**src/rtl/tone_detector.sv**
```systemverilog
// Rising-edge period meter for a 1-bit square wave: classifies each period
// against the four synth notes and publishes a debounced one-hot note.
module tone_detector #(
  parameter int unsigned CLK_FREQ = 12_000_000,
  parameter int unsigned TOL_PCT  = 3,
  parameter int unsigned CONFIRM  = 3,
  localparam int unsigned MAX_PERIOD = CLK_FREQ / 200,
  localparam int unsigned PW         = $clog2(MAX_PERIOD + 2)
) (
  input  logic          clk,
  input  logic          rst_n,
  input  logic          audio_in,
  output logic [3:0]    note,
  output logic          note_valid,
  output logic [PW-1:0] period,
  output logic          period_strobe
);

  localparam int unsigned P0 = 2 * (CLK_FREQ / (2 * 262));
  localparam int unsigned P1 = 2 * (CLK_FREQ / (2 * 330));
  localparam int unsigned P2 = 2 * (CLK_FREQ / (2 * 392));
  localparam int unsigned P3 = 2 * (CLK_FREQ / (2 * 494));
  localparam int unsigned W0 = P0 * TOL_PCT / 100;
  localparam int unsigned W1 = P1 * TOL_PCT / 100;
  localparam int unsigned W2 = P2 * TOL_PCT / 100;
  localparam int unsigned W3 = P3 * TOL_PCT / 100;
  localparam int unsigned MW = $clog2(CONFIRM + 1);

  localparam logic [2:0] CLS_NONE = 3'd4;

  typedef enum logic [1:0] {SILENT, ARMED, TRACK} state_t;

  state_t        state;
  logic          s1, s2, s3, rise;
  logic [PW-1:0] count;
  logic [2:0]    last_class;
  logic [MW-1:0] match_cnt;

  logic [2:0]    cls_c;
  logic [MW-1:0] match_nxt_c;
  logic [3:0]    onehot_c;

  // Synchronizer plus registered rising-edge pulse
  always_ff @(posedge clk or negedge rst_n) begin
    if (!rst_n) begin
      s1   <= 1'b0;
      s2   <= 1'b0;
      s3   <= 1'b0;
      rise <= 1'b0;
    end else begin
      s1   <= audio_in;
      s2   <= s1;
      s3   <= s2;
      rise <= s2 & ~s3;
    end
  end

  function automatic logic in_band(input logic [PW-1:0] cnt, input int unsigned p,
                                   input int unsigned w);
    in_band = (32'(cnt) + w >= p) && (32'(cnt) <= p + w);
  endfunction

  // Classification of the running count; lowest note index wins on overlap
  always_comb begin
    cls_c = CLS_NONE;
    if (in_band(count, P0, W0))      cls_c = 3'd0;
    else if (in_band(count, P1, W1)) cls_c = 3'd1;
    else if (in_band(count, P2, W2)) cls_c = 3'd2;
    else if (in_band(count, P3, W3)) cls_c = 3'd3;

    if (cls_c != last_class)               match_nxt_c = MW'(1);
    else if (match_cnt >= MW'(CONFIRM))    match_nxt_c = MW'(CONFIRM);
    else                                   match_nxt_c = match_cnt + MW'(1);

    onehot_c = (cls_c == CLS_NONE) ? 4'b0000 : (4'b0001 << cls_c[1:0]);
  end

  // Measurement FSM; count is loaded with 1 on a rise so it equals the true spacing at the next rise
  always_ff @(posedge clk or negedge rst_n) begin
    if (!rst_n) begin
      state         <= SILENT;
      count         <= '0;
      period        <= '0;
      period_strobe <= 1'b0;
      note          <= 4'b0000;
      note_valid    <= 1'b0;
      last_class    <= CLS_NONE;
      match_cnt     <= '0;
    end else begin
      period_strobe <= 1'b0;
      unique case (state)
        SILENT: begin
          if (rise) begin
            state <= ARMED;
            count <= PW'(1);
          end
        end
        ARMED, TRACK: begin
          if (rise) begin
            state         <= TRACK;
            count         <= PW'(1);
            period        <= count;
            period_strobe <= 1'b1;
            last_class    <= cls_c;
            match_cnt     <= match_nxt_c;
            if (match_nxt_c == MW'(CONFIRM)) begin
              note       <= onehot_c;
              note_valid <= (cls_c != CLS_NONE);
            end
          end else if (count == PW'(MAX_PERIOD)) begin
            state      <= SILENT;
            note       <= 4'b0000;
            note_valid <= 1'b0;
            match_cnt  <= '0;
          end else begin
            count <= count + PW'(1);
          end
        end
        default: state <= SILENT;
      endcase
    end
  end

endmodule
```
**config.mk**
```make
export PLATFORM = sky130hd
export DESIGN_NAME = tone_detector
export DESIGN_NICKNAME = d
export VERILOG_FILES = /design/src/rtl/tone_detector.sv
export SDC_FILE = /design/constraint.sdc
export NUM_CORES = 1
export LEC_CHECK = 0
export CAP_MARGIN = 0
export CORE_MARGIN = 4
export CORE_UTILIZATION = 45
export CTS_BUF_LIST = sky130_fd_sc_hd__clkbuf_2 sky130_fd_sc_hd__clkbuf_4 sky130_fd_sc_hd__clkbuf_8
export CTS_CLUSTER_SIZE = 28
export DETAILED_ROUTE_END_ITERATION = 8
export PLACE_DENSITY_LB_ADDON = 0.3
export SYNTH_ARGS = -nofsm -noshare
export SYNTH_HDL_FRONTEND = slang
export SYNTH_SLANG_ARGS = --single-unit
```
**constraint.sdc**
```tcl
create_clock -name clk -period 3.95 [get_ports clk]
set_input_delay 0.79 -clock clk [delete_from_list [all_inputs] [get_ports clk]]
set_output_delay 0.79 -clock clk [all_outputs]
set_load 0.03 [all_outputs]
```
# --- After elaboration in Yosys (flattened, before gate mapping) ---
# Cells that the tools add are included.
# Widths: inputs -> output; s select.
totals:
  ff_bits: 49
  in_bits: 3
  output_inout_bits: 22
classes:
  addsub: 6
  magnitude_cmp: 9
  eq_ne: 11
  n_shift: 1
  n_mux: 24
  bitwise_logic: 2
  n_reduce_logical: 13
op_table:
  columns: ["cell", "n"]
  rows:
  - ["$mux 16", 3]
  - ["$add 16x10->17 const B", 2]
  - ["$add 16x11->17 const B", 2]
  - ["$ge 17x15->1 const B", 2]
  - ["$ge 17x16->1 const B", 2]
  - ["$le 16x15->1 const B", 2]
  - ["$le 16x16->1 const B", 2]
  - ["$pmux 16 s2", 1]
  - ["$add 16x1->16 const B", 1]
  - ["$eq 16x16->1 const B", 1]
  - ["$mux 4", 4]
  - ["$mux 2", 6]
  - ["$mux 3", 4]
  - ["$ne 3x3->1 const B", 3]
  - ["$reduce_and 2->1", 3]
  - ["$reduce_and 3->1", 2]
  - ["$mux 1", 5]
  - ["$eq 2x2->1 const B", 2]
  - ["$logic_and 1x1->1", 4]
  - ["$pmux 2 s2", 1]
  - ["$reduce_bool 2->1", 2]
  - ["$shl 1x2->4 const A", 1]
  - ["$eq 3x3->1 const B", 1]
  - ["$ne 3x3->1", 1]
  - ["9 further kinds", 9]

# --- Longest topological paths before layout ---
logic_depth:
  depth_word: 12
  ltp_mapped: 13
  ltp_nobuf: 11

# --- Worst setup path before layout ---
# OpenSTA, ideal clock, no wires.
synth_timing:
  kind: "register to register"
  startpoint: "reg count[2]"
  endpoint: "reg note[1]"
  setup_time_ns: 0.132
  arrival_ns: 3.035
  required_time_ns: 3.818
  slack_ns: 0.783
  stages_incl_launch_ff: 14
  period_less_slack_ns: 3.167
  path_cell_list: "dfrtp_1 -> buf_4 -> inv_1 -> ha_1 -> clkbuf_1 -> nand3b_1 -> mux2i_1 -> a2111oi_0 -> o32ai_1 -> and3_1 -> o31ai_4 -> mux2i_1 -> mux2_2 -> o22ai_1"
synth_between:
  elab_chain_cells: 12
synth_lines:
  columns: ["item", "line", "source"]
  rows:
  - ["from (decl)", "35", "logic [PW-1:0] count;"]
  - ["from (signal assigned)", "116", "count <= count + PW'(1);"]
  - ["$add 16x10->17", "60", "in_band = (32'(cnt) + w >= p) && (32'(cnt) <= p + w);"]
  - ["$ge 17x15->1", "60", null]
  - ["$logic_and 1x1->1", "60", null]
  - ["$mux 3", "69", "else if (in_band(count, P3, W3)) cls_c = 3'd3;"]
  - ["$mux 3", "68", "else if (in_band(count, P2, W2)) cls_c = 3'd2;"]
  - ["$mux 3", "67", "else if (in_band(count, P1, W1)) cls_c = 3'd1;"]
  - ["$mux 3", "66", "if (in_band(count, P0, W0)) cls_c = 3'd0;"]
  - ["$ne 3x3->1", "71", "if (cls_c != last_class) match_nxt_c = MW'(1);"]
  - ["$mux 2", "71", null]
  - ["$eq 2x2->1", "106", "if (match_nxt_c == MW'(CONFIRM)) begin"]
  - ["$ne 2x1->1 (no source line)", null, null]
  - ["$reduce_and 3->1 (no source line)", null, null]
  - ["to (signal assigned)", "107", "note <= onehot_c;"]
  - ["to (decl)", "13", "output logic [3:0] note,"]
# Several ways; a longest one is shown, not always the timed one. The select of a mux whose other input is x is not followed.
# A chain may end at the register's enable or synchronous reset.

# --- Worst setup path in the final report ---
layout_timing:
  startpoint: "reg count[1]"
  endpoint: "reg match_cnt[1]"
layout_between:
  elab_chain_cells: 10
layout_lines:
  columns: ["item", "line", "source"]
  rows:
  - ["$add 16x10->17", "60", null]
  - ["$ge 17x15->1", "60", null]
  - ["$logic_and 1x1->1", "60", null]
  - ["$mux 3", "69", null]
  - ["$mux 3", "68", null]
  - ["$mux 3", "67", null]
  - ["$mux 3", "66", null]
  - ["$ne 3x3->1", "71", null]
  - ["$mux 2", "71", null]
  - ["$mux 2", "99", "if (rise) begin"]
  - ["to (signal assigned)", "105", "match_cnt <= match_nxt_c;"]
  - ["to (decl)", "37", "logic [MW-1:0] match_cnt;"]
# Several ways; a longest one is shown, not always the timed one.

==> results.cfg <==
[clocking]
clk_path_buf_depth = 2
cts_hold_buf = 0
clock_latency_ns = 0.31
htree_levels = 2
cts_buffers = 5
cts_tree = yes
clkSlewWorstSetupHoldPaths_ns = 0.09
root_buffer = clkbuf_8
clkSinkCount = 49

[synth]
synth_mux_area_frac = 0.0553
ys_ff_latch = 49
yosysMostFrequentCell = dfrtp_1
synthArstFlopShare = 1.00
synth_top_family_by_area = simple AND/OR/NAND/NOR gates
ys.flop_type = dfrtp_1
yosysTopAreaCell = dfrtp_1
yosysSeqAreaShare = 0.331
syn_inst = 436
synth_xor_area_frac = 0.0259
synthTopCellsByArea = dfrtp_1, nand2_1, o21ai_0
yosys.area.top_type_share = 0.323
synth_cell_type_count = 83
synthTopCellsByCount = dfrtp_1, nand2_1, nor2_1
avgSynthCellArea_um2 = 8.52
synth_compound_area_frac = 0.236
synthAdderAreaFrac = 0.0270
yosys.area_share.simple = 0.263
synth_nets = 447
syn_area_um2 = 3710
yosys_warnings = 0
synth_edf_count = 0

[critical_path]
cp-start-kind = flop
crit_arrival_ns = 3.71
critPathKind = flop to flop
crit_path_max_fanout = 17
slowest_stage = dfrtp_2
crit_chain = inv_1, ha_1, nor2b_1, o211ai_1, and4_1, o22ai_1, a21oi_1, nor3b_1, nor4bb_1, nor3_1, o41ai_1
crit_required_ns = 4.14
end_kind = flop
critPathBufInv = 1
max_stage_delay_ns = 0.56
critPathTopFamily = simple AND/OR/NAND/NOR gates

[detailed_routing]
drt_first_iter_violations = 318
ant_nets = 0
viasPerCell = 6.39
drt_wl_total_um = 10000
firstDrtPassIters = 5
route.detailed.drc = 0
vias = 3493
wl_per_cell_um = 18.3

[timing]
tns_ns = 0
skew_ns = 0.0147
finalSetupViolCount = 0
post-route-period-util = 0.891
fmaxAchievable_mhz = 284
slew_violations = 0
worst_slew_pin_slew_ns = 0.858
grt_setup_unrepaired = no
fin_crit_ns = 3.52
hold_violations = 0
max-slew-margin-rel = 0.428

[run_status]
status = finished clean

[finish]
fillers = 732
area_growth_syn_to_layout_pct = 9.74
fin_util = 0.517
n_antenna_cell = 0
nets = 455
drive_above_1_share = 0.128

[floorplan]
die_h_um = 98.8
die_w_um = 98.8
ioPinCount = 25
dieArea_um2 = 9770
design.core.area_um2 = 7890
std_cell_rows = 32
initial_core_util = 0.471

[place]
place_hpwl_um = 7300
port_buffers = 24
place_congestion = 0.982

[grt]
overflow = 0
grt_pass1_wl_um = 16700
first_global_vias = 3228
antenna_found_initial = 0
grt_max_degree = 34
grt.total_usage = 0.207

[power]
p_per_area_nw_per_um2 = 376
total_leakage_power_uw = 0.00160
peakVddDrop_uv = 255

[worst_hold_path]
hold_path_class = flop to flop

[flow_run]
drv_cap = 0
==> cells by family after synthesis <==
| logic type | count (synthesis) |
|---|---|
| AOI/OAI and AO/OA | 120 |
| xor gates and xnor gates | 11 |
| adders and majority gates | 8 |
| buffers and inverters | 48 |
| DFF | 49 |
| muxes | 19 |
| and+or+nand+nor | 181 |
==> worst register-to-register path, cell delays in order, from the launching register on <==
cell,delay (ns)
dfrtp_2,0.56
inv_1,0.18
ha_1,0.38
nor2b_1,0.30
o211ai_1,0.18
and4_1,0.26
o22ai_1,0.17
a21oi_1,0.12
nor3b_1,0.44
nor4bb_1,0.39
nor3_1,0.10
o41ai_1,0.33
==> where the power goes <==
group          leakage [uW]  switching, uW  internal [uW]
logic              0.000898            365            207
registers          0.000653           84.5            558
clock network     0.0000478            173            144
==> final timing paths <==
check / slack [ns] / to / startpoint / depth (start not counted)
max: 0.43 / match_cnt[1] / count[1] / 11
min: 0.36 / s2 / s1 / 0
max reg2reg: 0.43 / match_cnt[1] / count[1] / 11
min reg2reg: 0.36 / s2 / s1 / 0
max in group asynchronous: 2.75 / last_class[2] / rst_n / 2
min in group asynchronous: 0.40 / period[2] / rst_n / 1
==> placed cells by master, fill, tap and decap left out, drive strengths merged, types with 4 or more instances in the layout <==
master	synthesis	routed
ha	8	8
xnor2	8	8
or4	4	4
mux2	12	12
mux2i	7	7
nand2b	4	4
a21oi	17	17
nor4b	4	4
buf	21	11
nand2	50	50
and2	4	4
and3	9	9
nand3	14	14
clkbuf	12	6
o22ai	6	6
inv	15	16
dfrtp	48	48
o21ai	33	33
a31oi	6	6
clkdlybuf4s50	0	23
nor4	5	5
nor2	38	38
o211ai	6	6
o31ai	7	7
nor3	16	16
nor2b	10	10
==> metal layers <==
metal / global-route usage / routed length (um) / up-vias
met4: 0.0662 / 192 / 0
met5: 0 / 0 / -
met1: 0.302 / 4590 / 1673
met2: 0.315 / 4600 / 170
met3: 0.0283 / 639 / 21
li1: - / - / 1629
==> repair_timing <==
item	in CTS	in global routing
setup endpoints to repair	0	3
gates resized for setup	0	2
buffers inserted	0	0
==> cell type report <==
class / instances / area [um^2] / share of cell area
clock buffer: 6 / 82.6 / 0.0203
sequential: 49 / 1230 / 0.302
inverter: 15 / 56.3 / 0.0138
timing repair buffer: 34 / 310 / 0.0761
clock inverter: 2 / 16.3 / 0.00399
tap: 102 / 128 / 0.0313
multi-input combinational: 339 / 2250 / 0.553
==> flip-flops by register name, summed over array words and instances (netlist names) <==
name           count
count             16
last_class         3
match_cnt          2
note               4
note_valid         1
period            16
period_strobe      1
rise               1
s1                 1
s2                 1
s3                 1
state              2
==> stage by stage <==
| stage | cells | cell area, um^2 | total power, uW | setup WS [ns] | hold WS [ns] |
|---|---|---|---|---|---|
| global placement | 539 | 3970 | 1210 | 0.465 | 0.344 |
| detailed placement | 539 | 3970 | 1220 | 0.355 | 0.336 |
| global route | 547 | 4080 | 1640 | 0.103 | 0.372 |
| CTS | 547 | 4070 | 1540 | 0.318 | 0.369 |
| floorplan | 436 | 3710 | 1040 | 0.783 | 0.331 |
| finish | 547 | 4080 | 1530 | 0.432 | 0.362 |
(Power assumes the default switching activity.)
